## config.mk

```make
export PLATFORM = sky130hd
export DESIGN_NAME = osc_bank_flat
export DESIGN_NICKNAME = d
export VERILOG_FILES = /design/src/rtl/osc_bank_pkg.sv /design/src/rtl/osc_bank_if.sv /design/src/rtl/osc_wave_shaper.sv /design/src/rtl/osc_bank.sv /design/src/flat_wrapper.sv
export SDC_FILE = /design/constraint.sdc
export NUM_CORES = 1
export LEC_CHECK = 0
export ABC_AREA = 0
export CAP_MARGIN = 20
export CORE_UTILIZATION = 50
export DETAILED_ROUTE_END_ITERATION = 7
export PLACE_DENSITY = 0.76
export SETUP_SLACK_MARGIN = 0.15
export SLEW_MARGIN = 20
export SYNTH_ARGS = -nofsm -noshare
export SYNTH_HDL_FRONTEND = slang
export SYNTH_HIERARCHICAL = 1
export SYNTH_SLANG_ARGS = --single-unit
```

## constraint.sdc

```tcl
create_clock -name clk -period 10.9 [get_ports clk]
set_input_delay 2.18 -clock clk [delete_from_list [all_inputs] [get_ports clk]]
set_output_delay 2.18 -clock clk [all_outputs]
set_load 0.01 [all_outputs]
```

## src/rtl/osc_bank_pkg.sv

```systemverilog
// osc_bank_pkg: wave modes, config word field offsets and noise LFSR constants
package osc_bank_pkg;
  typedef enum logic [1:0] {MODE_SAW, MODE_SQUARE, MODE_TRI, MODE_NOISE} wave_mode_e;
  localparam int MANT_LSB = 0;
  localparam int MODE_LSB = 13;
  localparam int RETRIG_BIT = 15;
  localparam logic [14:0] LFSR_SEED = 15'h0001;
  localparam logic [14:0] LFSR_TAPS = 15'h6000;
  function automatic logic [14:0] lfsr_step(input logic [14:0] s);
    return {s[13:0], ^(s & LFSR_TAPS)};
  endfunction
endpackage

```

## src/rtl/osc_bank_if.sv

```systemverilog
// osc_bank_if: config write port and registered sample stream of the oscillator bank
interface osc_bank_if #(
  parameter int WAVE_BITS = 4
);
  logic cfg_we;
  logic [2:0] cfg_addr;
  logic [15:0] cfg_wdata;
  logic out_valid;
  logic [2:0] out_index;
  logic [WAVE_BITS-1:0] out_wave;
  modport master (output cfg_we, cfg_addr, cfg_wdata, input out_valid, out_index, out_wave);
  modport slave (input cfg_we, cfg_addr, cfg_wdata, output out_valid, out_index, out_wave);
endinterface

```

## src/rtl/osc_wave_shaper.sv

```systemverilog
// osc_wave_shaper: maps mode and phase to an unsigned sample; noise input exists only with OSC_BANK_NOISE_EN
module osc_wave_shaper
  import osc_bank_pkg::*;
#(
  parameter int WAVE_BITS = 4
) (
  input wave_mode_e mode,
  input logic [WAVE_BITS-1:0] phase,
`ifdef OSC_BANK_NOISE_EN
  input logic [WAVE_BITS-1:0] noise,
`endif
  output logic [WAVE_BITS-1:0] wave
);
  logic [WAVE_BITS-1:0] dbl, alt;
  // mode 3 falls back to the saw ramp when the noise source is compiled out
  always_comb begin
    dbl = phase << 1;
`ifdef OSC_BANK_NOISE_EN
    alt = noise;
`else
    alt = phase;
`endif
    wave = mode == MODE_SAW ? phase :
           mode == MODE_SQUARE ? {WAVE_BITS{phase[WAVE_BITS-1]}} :
           mode == MODE_TRI ? (phase[WAVE_BITS-1] ? ~dbl : dbl) : alt;
  end
endmodule

```

## src/rtl/osc_bank.sv

```systemverilog
// osc_bank: time-multiplexed octave/period oscillator bank; OSC_BANK_NOISE_EN adds the shared LFSR noise mode
module osc_bank
  import osc_bank_pkg::*;
#(
  parameter int NUM_OSCS = 4,
  parameter int OCT_BITS = 4,
  parameter int PERIOD_BITS = 10,
  parameter int WAVE_BITS = 4
) (
  input logic clk,
  input logic reset,
  osc_bank_if.slave bus
);
  localparam int SW = NUM_OSCS > 1 ? $clog2(NUM_OSCS) : 1;
  localparam int SLOTS = 1 << $clog2(NUM_OSCS);
  localparam int DW = (1 << OCT_BITS) - 2;
  localparam int MW = PERIOD_BITS - 1;
  logic [SW-1:0] slot, sidx, cidx;
  logic [DW-1:0] d;
  wave_mode_e mode [NUM_OSCS];
  logic [OCT_BITS-1:0] oct [NUM_OSCS];
  logic [MW-1:0] mant [NUM_OSCS];
  logic [PERIOD_BITS-1:0] cnt [NUM_OSCS];
  logic [WAVE_BITS-1:0] ph [NUM_OSCS];
  logic act, en, trig, wr, clr;
  logic [PERIOD_BITS-1:0] cnt_nx;
  logic [WAVE_BITS-1:0] ph_nx, ph_out, wave;
`ifdef OSC_BANK_NOISE_EN
  logic [14:0] lfsr, lfsr_nx;
`endif
  // current slot decode, octave gate and the slot channel's next counter/phase
  always_comb begin
    act = int'(slot) < NUM_OSCS;
    sidx = act ? slot : '0;
    en = act && oct[sidx] != '1 && &(d | ({DW{1'b1}} << oct[sidx]));
    trig = en && cnt[sidx] == '0;
    cnt_nx = trig ? {1'b1, mant[sidx]} - 1'b1 : cnt[sidx] - 1'b1;
    ph_nx = ph[sidx] + WAVE_BITS'(trig);
    wr = bus.cfg_we && int'(bus.cfg_addr) < NUM_OSCS;
    cidx = bus.cfg_addr[SW-1:0];
    clr = wr && bus.cfg_wdata[RETRIG_BIT] && cidx == sidx;
    ph_out = clr ? '0 : ph_nx;
`ifdef OSC_BANK_NOISE_EN
    lfsr_nx = trig && mode[sidx] == MODE_NOISE ? lfsr_step(lfsr) : lfsr;
`endif
  end
  osc_wave_shaper #(.WAVE_BITS(WAVE_BITS)) u_shaper (
    .mode(mode[sidx]),
    .phase(ph_out),
`ifdef OSC_BANK_NOISE_EN
    .noise(lfsr_nx[WAVE_BITS-1:0]),
`endif
    .wave(wave)
  );
  // slot/divider sequencing, channel state, config writes (retrig wins) and the registered sample
  always_ff @(posedge clk) begin
    if (reset) begin
      slot <= '0;
      d <= '0;
      bus.out_valid <= 1'b0;
      bus.out_index <= '0;
      bus.out_wave <= '0;
`ifdef OSC_BANK_NOISE_EN
      lfsr <= LFSR_SEED;
`endif
      for (int i = 0; i < NUM_OSCS; i++) begin
        mode[i] <= MODE_NOISE;
        oct[i] <= '1;
        mant[i] <= '1;
        cnt[i] <= '0;
        ph[i] <= '0;
      end
    end else begin
      slot <= slot == SW'(SLOTS - 1) ? '0 : slot + 1'b1;
      if (slot == SW'(SLOTS - 1)) d <= d + 1'b1;
      if (en) begin
        cnt[sidx] <= cnt_nx;
        ph[sidx] <= ph_nx;
      end
      if (wr) begin
        mant[cidx] <= bus.cfg_wdata[MANT_LSB +: MW];
        oct[cidx] <= bus.cfg_wdata[MANT_LSB + MW +: OCT_BITS];
        mode[cidx] <= wave_mode_e'(bus.cfg_wdata[MODE_LSB +: 2]);
        if (bus.cfg_wdata[RETRIG_BIT]) begin
          cnt[cidx] <= '0;
          ph[cidx] <= '0;
        end
      end
      bus.out_valid <= act;
      if (act) begin
        bus.out_index <= 3'(slot);
        bus.out_wave <= wave;
      end
`ifdef OSC_BANK_NOISE_EN
      lfsr <= lfsr_nx;
`endif
    end
  end
endmodule
```

## src/flat_wrapper.sv

```systemverilog
// flat-port wrapper written by rule: the top's interface ports become plain ports
module osc_bank_flat import osc_bank_pkg::*;
#(
  parameter int NUM_OSCS = 4,
  parameter int OCT_BITS = 4,
  parameter int PERIOD_BITS = 10,
  parameter int WAVE_BITS = 4
)
  (clk, reset, bus_cfg_we, bus_cfg_addr, bus_cfg_wdata, bus_out_valid, bus_out_index, bus_out_wave);
  osc_bank_if #(.WAVE_BITS(WAVE_BITS)) bus_i ();
  input logic clk;
  input logic reset;
  input wire logic [$bits(bus_i.cfg_we)-1:0] bus_cfg_we;
  input wire logic [$bits(bus_i.cfg_addr)-1:0] bus_cfg_addr;
  input wire logic [$bits(bus_i.cfg_wdata)-1:0] bus_cfg_wdata;
  output wire logic [$bits(bus_i.out_valid)-1:0] bus_out_valid;
  output wire logic [$bits(bus_i.out_index)-1:0] bus_out_index;
  output wire logic [$bits(bus_i.out_wave)-1:0] bus_out_wave;
  assign bus_i.cfg_we = bus_cfg_we;
  assign bus_i.cfg_addr = bus_cfg_addr;
  assign bus_i.cfg_wdata = bus_cfg_wdata;
  assign bus_out_valid = bus_i.out_valid;
  assign bus_out_index = bus_i.out_index;
  assign bus_out_wave = bus_i.out_wave;
  osc_bank #(.NUM_OSCS(NUM_OSCS), .OCT_BITS(OCT_BITS), .PERIOD_BITS(PERIOD_BITS), .WAVE_BITS(WAVE_BITS)) u_core (.clk(clk), .reset(reset), .bus(bus_i));
endmodule
```

==> impl_metrics.xml <==
<?xml version="1.0" encoding="UTF-8"?>
<metrics>
  <group name="finish">
    <metric name="most_common_library_cell_in_the_layout_ignoring_fill_and_taps" unit="">dfxtp_1</metric>
    <metric name="n_antenna_cell" unit="">0</metric>
    <metric name="final_nets" unit="">693</metric>
    <metric name="layout.cells.most_common_list" unit="">78 x dfxtp_1, 60 x edfxtp_1, 56 x nor2_1, 53 x nand2_1, 44 x a21oi_1</metric>
    <metric name="synthToLayoutAreaGrowth" unit="%">13.4</metric>
    <metric name="drive_above_1_share" unit="">0.187</metric>
    <metric name="instances_no_fill" unit="">855</metric>
  </group>
  <group name="setup_path">
    <metric name="timing_worst_setup_path_type" unit="">in2reg</metric>
    <metric name="worst_setup_path_start_kind" unit="">input port</metric>
    <metric name="kind_of_end_point_of_the_critical_path" unit="">flop</metric>
    <metric name="cp_data_arrival_time" unit="ns">6.00</metric>
    <metric name="critPathMaxFanout" unit="">47</metric>
    <metric name="crit_start" unit="">reset</metric>
    <metric name="reg2reg_from" unit="">u_core/sidx[0]</metric>
    <metric name="required" unit="ns">11.16</metric>
  </group>
  <group name="logic_synthesis">
    <metric name="synth_async_sr_flop_share" unit="">0</metric>
    <metric name="yosys_most_used_dff" unit="">dfxtp_1</metric>
    <metric name="netlist_instances" unit="">651</metric>
    <metric name="yosys.area.top_type" unit="">edfxtp_1</metric>
    <metric name="netlist-cell-type-count" unit="">72</metric>
    <metric name="ys_top_cells_by_area" unit="">edfxtp_1 26%, dfxtp_1 23%, mux4_2 9.4%</metric>
    <metric name="synth_sequential_area_ratio" unit="">0.487</metric>
    <metric name="yosysWarningCount" unit="">6</metric>
    <metric name="netlist_area_before_placement" unit="µm²">6950</metric>
    <metric name="ys_seq_elements" unit="">139</metric>
    <metric name="number_of_enable_flip_flop_cells_after_synthesis" unit="">60</metric>
    <metric name="synth_area_per_cell" unit="µm²">10.7</metric>
    <metric name="synth_top_area_share" unit="">0.259</metric>
    <metric name="postSynthNetCount" unit="">678</metric>
  </group>
  <group name="run">
    <metric name="max_cap_viol_count" unit="">0</metric>
  </group>
  <group name="sta">
    <metric name="worst_slew_margin_rel" unit="">0.369</metric>
    <metric name="slew_viols_final" unit="">0</metric>
    <metric name="finClkSkew" unit="ns">0.0203</metric>
    <metric name="final-setup-viol-count" unit="">0</metric>
    <metric name="max_freq" unit="GHz">0.174</metric>
    <metric name="min_period" unit="ns">5.74</metric>
    <metric name="unrepaired_setup_endpoints_after_global_routing" unit="">no</metric>
    <metric name="worst-slew-pin-transition" unit="ns">0.943</metric>
    <metric name="final.setup.tns" unit="ns">0</metric>
    <metric name="report.final.hold_viol_count" unit="">0</metric>
    <metric name="setup_slack" unit="ns">5.16</metric>
    <metric name="post-route-period-util" unit="">0.526</metric>
  </group>
  <group name="power_and_ir_drop">
    <metric name="total_leakage_power" unit="nW">2.70</metric>
    <metric name="comb_power_share" unit="">0.102</metric>
    <metric name="irDropWorstVdd" unit="V">0.000152</metric>
    <metric name="switchingPower" unit="µW">316</metric>
    <metric name="share_seq_of_total_power" unit="">0.463</metric>
    <metric name="power_report.internal_total" unit="µW">924</metric>
    <metric name="sw_frac_of_total" unit="">0.255</metric>
    <metric name="power.density" unit="nW/µm²">157</metric>
    <metric name="clock_power_share" unit="">0.435</metric>
  </group>
  <group name="floorplanning">
    <metric name="effective_utilization_at_floorplan" unit="">0.518</metric>
    <metric name="die-height" unit="µm">120</metric>
    <metric name="core_area" unit="µm²">13400</metric>
    <metric name="ioPinCount" unit="">30</metric>
    <metric name="dieArea" unit="µm²">14400</metric>
    <metric name="die_x" unit="µm">120</metric>
    <metric name="core.rowCount" unit="">42</metric>
  </group>
  <group name="routing">
    <metric name="via_per_inst" unit="">6.07</metric>
    <metric name="finalWirelength" unit="µm">16500</metric>
    <metric name="detailedRoute.firstPassIterationCount" unit="">5</metric>
    <metric name="num_vias" unit="">5186</metric>
    <metric name="postRouteAntennaNets" unit="">0</metric>
    <metric name="dr_iter_0_viols" unit="">473</metric>
    <metric name="remaining_drc_errors" unit="">0</metric>
    <metric name="avgRoutedWirePerCell" unit="µm">19.3</metric>
  </group>
  <group name="outcome">
    <metric name="run_status" unit="">finished clean</metric>
  </group>
  <group name="placed_design">
    <metric name="globalplace.congestion" unit="">0.933</metric>
    <metric name="dp.cells" unit="">823</metric>
    <metric name="detailed_placement_wirelength_estimate" unit="µm">10900</metric>
    <metric name="pre_cts_ws" unit="ns">4.78</metric>
    <metric name="io_buffers" unit="">28</metric>
  </group>
  <group name="grt">
    <metric name="grt_overflow" unit="">0</metric>
    <metric name="first_pass_grt_wire_length" unit="µm">26600</metric>
    <metric name="groute.usage.overall" unit="">0.244</metric>
    <metric name="antenna_violations_before_repair" unit="">0</metric>
    <metric name="grt_pass1_vias" unit="">5071</metric>
    <metric name="maximum_number_of_pins_on_one_net_before_global_route_repair" unit="">48</metric>
  </group>
  <group name="clock_network">
    <metric name="insertion_delay" unit="ns">0.43</metric>
    <metric name="clkSinkCount" unit="">139</metric>
    <metric name="cts_repair_resize_count" unit="">0</metric>
    <metric name="clk_transition_reported_paths" unit="ns">0.06</metric>
    <metric name="cts_made_buffers" unit="">17</metric>
    <metric name="clock_root_cell" unit="">clkbuf_16</metric>
    <metric name="cts_max_level" unit="">4</metric>
    <metric name="tritoncts" unit="">built</metric>
    <metric name="cts_hold_buf" unit="">0</metric>
    <metric name="clk_path_buf_depth" unit="">2</metric>
    <metric name="postCtsSetupBuffers" unit="">0</metric>
  </group>
  <group name="hold_path">
    <metric name="timing.hold.worst.start" unit="">u_core/ph[2][3]</metric>
    <metric name="hold_path_class" unit="">reg2reg</metric>
  </group>
</metrics>
sequential cells by signal (all words and copies together) (netlist names), 4 cells and up:
signal               cells
u_core/bus.out_wave      4
u_core/cnt              40
u_core/d                14
u_core/mant             36
u_core/mode              8
u_core/oct              16
u_core/ph               16
worst max-delay path, cell delays in order:
cell             delay, ns
clkdlybuf4s50_1       0.89
inv_1                 0.18
buf_4                 0.45
and2_1                0.65
nand3b_1              0.60
nor2_1                0.91
nor4_2                0.13
cell type report:
class	instances	area, µm²
Sequential cell	139	3380
Multi-Input combinational cell	465	3350
Clock inverter	13	100
Timing Repair Buffer	36	340
Clock buffer	19	454
Inverter	7	26.3
Tap cell	176	220
Fill cell	1117	5520
power groups by stage:
stage | combinational, mW | sequential (mW) | clock [mW]
finish | 0.127 | 0.573 | 0.539
global route | 0.136 | 0.575 | 0.573
CTS | 0.126 | 0.574 | 0.549
detailed placement | 0.125 | 0.585 | 0
global placement | 0.122 | 0.584 | 0
floorplan | 0.0976 | 0.576 | 0
through the flow:
stage / power [mW] / utilization / cell area (µm²) / hold WS, ns
global placement: 0.706 / 0.546 / 7320 / 0.441
detailed placement: 0.710 / 0.546 / 7320 / 0.450
finish: 1.24 / 0.588 / 7880 / 0.464
global route: 1.28 / 0.588 / 7880 / 0.495
floorplan: 0.674 / - / 6950 / 0.420
CTS: 1.25 / 0.588 / 7880 / 0.466
final timing paths:
kind,to,slack (ns),cells after the start
hold / removal,u_core/ph[2][3],0.46,2
setup / recovery,u_core/cnt[1][2],5.16,7
setup reg to reg,u_core/bus.out_wave[1],5.77,12
hold reg to reg,u_core/ph[2][3],0.46,2
cells by family (layout without fill, tap and decap cells):
family                   count (synthesis)  count (layout)  synth area share
AO/OA/AOI/OAI                          106             106             0.103
XOR/XNOR                                19              19            0.0240
adder cells (fa/ha/maj)                  5               5           0.00901
buffers and inverters                   47              75            0.0322
flip-flops                             139             139             0.487
multiplexers                            40              40             0.110
other                                    1               1          0.000540
AND/OR/NAND/NOR                        294             294             0.234
routing by layer:
layer  up-vias  share of wire  routed length (µm)  global-route usage
met3        23          0.066                1090              0.0589
met4         0          0.020                 325               0.102
li1       2412              -                   -                   -
met1      2528           0.41                6790               0.309
met2       223           0.50                8280               0.400
met5         -              0                   0                   0
synthesized netlist by cell type, types with 2 or more instances:
master,count
a221o_1,3
or2_2,35
a211oi_2,3
or3_1,6
nor3b_1,5
nor4_1,7
and3_1,3
nand4b_1,3
nor2b_1,14
clkbuf_1,23
nor4_2,4
buf_2,7
xnor2_1,5
mux2i_1,9
nor3_2,2
nor2_1,57
o32ai_1,2
o2111ai_1,2
buf_4,2
edfxtp_1,60
a211oi_1,2
nor3_1,6
buf_1,5
xor2_1,14
ha_1,5
buf_6,2
o211ai_1,2
nor4b_2,2
a31oi_1,2
nand4_1,11
nand3_1,38
o21ai_1,4
a211o_1,2
dfxtp_1,79
and2_1,6
o21ai_0,18
nand2_1,53
a22o_1,4
a21oi_1,44
inv_1,7
mux4_2,29
nand2b_1,34
(Power assumes the default switching activity.)
==> variant 1, RTL diff (same flow settings) <==
`OCT_BITS` is set to 4 in 2 places; all go to 5.
--- a/src/rtl/osc_bank.sv
+++ b/src/rtl/osc_bank.sv
@@ -3,7 +3,7 @@
   import osc_bank_pkg::*;
 #(
   parameter int NUM_OSCS = 4,
-  parameter int OCT_BITS = 4,
+  parameter int OCT_BITS = 5,
   parameter int PERIOD_BITS = 10,
   parameter int WAVE_BITS = 4
 ) (
--- a/src/flat_wrapper.sv
+++ b/src/flat_wrapper.sv
@@ -2,7 +2,7 @@
 module osc_bank_flat import osc_bank_pkg::*;
 #(
   parameter int NUM_OSCS = 4,
-  parameter int OCT_BITS = 4,
+  parameter int OCT_BITS = 5,
   parameter int PERIOD_BITS = 10,
   parameter int WAVE_BITS = 4
 )
Function: changed (Yosys sat finds a counterexample within 4 cycles, from zero or initial values and one cycle with reset high).
==> variant 1 against the unedited design <==
- clock power grew 18%
- synthesized area grew 9.2%
- maximum frequency grew 3.2%
- largest cell class unchanged
- power grew 13%
- die area grew 9.0%
- hold slack gained 0.0070 ns
- wire length grew 4.4%
- design area grew 8.7%
- critical path depth grew 1
- sequential cell count grew 16
- worst setup slack gained 0.18 ns
- critical path type unchanged
==> variant 1: results (changes against the unedited design) <==
Parameter                              Value

Run status
  Result of the run ... complete, no violations (unchanged)

Routing
  Met2 routed wirelength ... 8360 um (was 8280 um)
  Met3 wirelength from detailed routing ... 989 um (was 1090 um)
  Routed length on met1 ... 7520 um (was 6790 um)
  Drt first pass iters ... 7 (was 5)
  Wire per inst ... 18.7 um (was 19.3 um)
  Violation count after the first detailed-routing iteration ... 600 (was 473)

Clock tree
  Root buffer selected by CTS ... clkbuf_16 (unchanged)

Yosys
  Synth Instances ... 716 (was 651)
  Top cells by instance count after synthesis ... dfxtp_1 (95), nand2_1 (66), edfxtp_1 (60), nor2_1 (60), a21oi_1 (37) (was dfxtp_1 (79), edfxtp_1 (60), nor2_1 (57), nand2_1 (53), a21oi_1 (44))
  Mux cell area share after synthesis ... 0.104 (was 0.110)
  Number of nets produced by synthesis ... 743 (was 678)
  Proportion of register bits with asynchronous set or reset after synthesis ... 0 (unchanged)
  Adder and majority gate portion of the synthesized area ... 0.00825 (was 0.00901)
  Count of different cell masters after synthesis ... 70 (was 72)
  Largest cells by area after synthesis ... dfxtp_1 (25%), edfxtp_1 (24%), mux4_2 (8.6%), nand2_1 (3.3%), nand2b_1 (3.0%) (was edfxtp_1 (26%), dfxtp_1 (23%), mux4_2 (9.4%), a21oi_1 (3.2%), or2_2 (3.2%))
  Part of the Yosys area used for sequential elements ... 0.488 (was 0.487)

Global routing
  Met2 global-route usage ... 0.388 (was 0.400)
  Met1 routing resource usage after global routing ... 0.298 (was 0.309)
  Via count of the first global-routing pass ... 5576 (was 5071)
  M3 GR Usage ... 0.0522 (was 0.0589)
  Largest net degree at the start of global routing ... 50 (was 48)

Min path
  Hold path startpoint ... u_core/cnt[3][8] (was u_core/ph[2][3])
  Cell depth of the worst min-delay path ... 1 (was 2)
  Worst Hold Endpoint ... u_core/cnt[3][8] (was u_core/ph[2][3])

Setup path
  Peak fanout along the critical path ... 17 (was 47)
  Data arrival, critical path ... 5.83 ns (was 6.00 ns)
  Cell depth of the worst flop-to-flop path ... 15 (was 12)

Layout
  Net count, final ... 753 (was 693)
  Fill count ... 1193 (was 1117)
  Inverters ... 10 (was 7)
  Multi-input logic area ... 0.00363 sq mm (was 0.00335 sq mm)
  Number of sequential storage elements ... 155 (was 139)
  Final non-filler cell total ... 923 (was 855)
  Area share of buffers outside the clock network ... 0.0365 (was 0.0432)
  Number of signal-net buffers in the layout ... 33 (was 36)

Placed design
  Routability-driven placement congestion ratio ... 0.899 (was 0.933)
  HPWL after detailed placement ... 10900 um (about the same)

STA
  Worst slew slack as a fraction of its limit ... 0.265 (was 0.369)

Power and ir drop
  Power Sequential ... 624 uW (was 573 uW)
  Reported leakage power ... 2.93 nW (was 2.70 nW)
## variant 1: worst max path at each step
stage / to / slack, ns / cells after the start / startpoint
5_1_grt: u_core/cnt[1][4] / 5.02 / 8 / bus_cfg_we
6_report: u_core/cnt[1][3] / 5.34 / 8 / bus_cfg_we
3_5_place_dp: u_core/cnt[1][3] / 4.95 / 8 / bus_cfg_we
4_1_cts: u_core/cnt[1][3] / 5.32 / 8 / bus_cfg_we
3_3_place_gp: u_core/cnt[1][3] / 5.20 / 8 / bus_cfg_we
2_1_floorplan: u_core/mant[0][0] / 6.59 / 5 / bus_cfg_we
## variant 1: metrics by stage
step	setup slack, ns	hold slack, ns	cell area [sq um]	power (mW)
global route	5.02	0.490	8560	1.45
CTS	5.32	0.470	8560	1.41
detailed placement	4.95	0.444	7920	0.768
floorplan	6.59	0.427	7580	0.733
finish	5.34	0.472	8560	1.40
global placement	5.20	0.442	7920	0.764
==> variant 2, RTL diff (same settings) <==
Without the edit above. Make the reset (`reset`) asynchronous in one clocked block.
--- a/src/rtl/osc_bank.sv
+++ b/src/rtl/osc_bank.sv
@@ -53,7 +53,7 @@
     .wave(wave)
   );
   // slot/divider sequencing, channel state, config writes (retrig wins) and the registered sample
-  always_ff @(posedge clk) begin
+  always_ff @(posedge clk or posedge reset) begin
     if (reset) begin
       slot <= '0;
       d <= '0;
Behaviour: differs if reset is asserted again (counterexample within 4 cycles, from zero or initial values and one cycle with reset high); with reset held inactive, the same outputs for 10 cycles.
==> variant 2 against the unedited design <==
- design area rose by 1.5%
- sequential cell count did not move
- critical endpoint is now u_core/bus.out_wave[2]
- maximum frequency rose by 23%
- wire length fell by 7.1%
- worst setup slack improved by 1.1 ns
- synthesized area rose by 1.5%
- die area rose by 1.4%
- critical path type is now flip-flop to flip-flop
Power is not compared: it rests on default switching activity, and its combinational part moved more than twofold at a synthesized area within 25%.
==> variant 2: results (changes against the unedited design) <==
Parameter                              Value

Setup path
  Peak fanout along the critical path ... 20 (was 47)
  Data arrival, critical path ... 5.00 ns (was 6.00 ns)
  Slowest cell on crit path ... dfrtp_1 (was nor2_1)
  Highest cell delay on the worst timing path ... 0.79 ns (was 0.91 ns)

Yosys
  Top cells by instance count after synthesis ... dfrtp_1 (79), mux2_2 (61), dfstp_2 (60), nor2_1 (53), nand2_1 (44) (was dfxtp_1 (79), edfxtp_1 (60), nor2_1 (57), nand2_1 (53), a21oi_1 (44))
  Part of the Yosys area used for sequential elements ... 0.504 (was 0.487)
  Average size of a mapped cell ... 12.3 sq um (was 10.7 sq um)
  Most used flip-flop cell after synthesis ... dfrtp_1 (was dfxtp_1)
  Mapped cell area ... 0.00705 sq mm (was 0.00695 sq mm)
  Number of nets produced by synthesis ... 603 (was 678)

Min path
  Cell depth of the worst min-delay path ... 1 (was 2)

Power and ir drop
  Portion of total power attributed to sequential cells ... 0.420

Layout
  Sequential Area ... 0.00355 sq mm (was 0.00338 sq mm)
  Layout clock buffers ... 19 (unchanged)
  Number of signal-net buffers in the layout ... 34 (was 36)
  Inverters ... 18 (was 7)
  Area share of buffers outside the clock network ... 0.0412 (was 0.0432)
  Final non-filler cell total ... 793 (was 855)
  Area growth, synth to finish ... 13.5% (was 13.4%)
  Fill count ... 1080 (was 1117)
  Number of sequential storage elements ... 139 (unchanged)
  Share of cells above drive strength 1 ... 0.346 (was 0.187)
  Share of final layout cell area taken by clock buffers and inverters ... 0.0698 (was 0.0704)
  Multi-input logic area ... 0.00325 sq mm (was 0.00335 sq mm)
  Net count, final ... 630 (was 693)

Routing
  DR vias ... 4722 (was 5186)
  Wire per inst ... 19.3 um (about the same)
  Violation count after the first detailed-routing iteration ... 389 (was 473)

Global routing
  First-pass GRT wire length ... 25600 um (was 26600 um)
  Total routing usage reported by global routing ... 0.234 (was 0.244)
  Largest net degree at the start of global routing ... 88 (was 48)
  Initial antenna violation count ... 0 (unchanged)

STA
  Worst slew slack as a fraction of its limit ... 0.349 (was 0.369)
  Clock Skew ... 0.0139 ns (was 0.0203 ns)

Placed design
  Area after DPL ... 0.00743 sq mm (was 0.00732 sq mm)
  Total placed cells including tap cells ... 761 (was 823)
  Post-Place Setup Slack ... 5.95 ns (was 4.78 ns)

Run status
  Result of the run ... complete, no violations (unchanged)
[variant 2: cell types whose count changed after synthesis, sizes merged, moves of 11 or more]
cell and delta:
nor4 -12, nand3 -21, or2 -36, o21ai +11, dfstp +60, clkbuf -11
a21oi -20, mux2 +60, dfrtp +79, nand2b -33, edfxtp -60, dfxtp -79
xnor2 +12
[variant 2: kinds of logic (layout without fill, tap and decap cells)]
group / after synthesis / after routing / share of synthesized area
and+or+nand+nor: 151 / 151 / 0.107
buffers and inverters: 44 / 84 / 0.0348
other: 2 / 2 / 0.00107
muxes: 103 / 103 / 0.211
DFF: 139 / 139 / 0.504
adders and majority gates: 9 / 9 / 0.0156
AOI/OAI and AO/OA: 102 / 102 / 0.0980
xor gates and xnor gates: 23 / 23 / 0.0286
[variant 2: final timing paths]
check,start,endpoint,slack (ns)
worst max-delay path,u_core/sidx[1],u_core/bus.out_wave[2],6.22
worst max register to register,u_core/sidx[1],u_core/bus.out_wave[2],6.22
max in group asynchronous,reset,u_core/cnt[24],7.52
worst min-delay path,u_core/d[13],u_core/d[13],0.49
min in group asynchronous,reset,u_core/d[11],2.20
worst min register to register,u_core/d[13],u_core/d[13],0.49
[variant 2: worst reg2reg max path, delay by kind of cell, from the launching register on]
kind                       cells  cell delay, ns
xor gates and xnor gates       1            0.41
DFF                            1            0.79
buffers and inverters          2            0.58
adders and majority gates      1            0.18
and+or+nand+nor                5            1.48
AOI/OAI and AO/OA              2            0.67
muxes                          1            0.47
[variant 2: metal layers]
layer / track usage / wire [um] / vias up
li1: - / - / 2135
met5: 0 / 0 / -
met2: 0.380 / 7680 / 137
met1: 0.302 / 6580 / 2425
met4: 0.107 / 348 / 0
met3: 0.0491 / 720 / 25
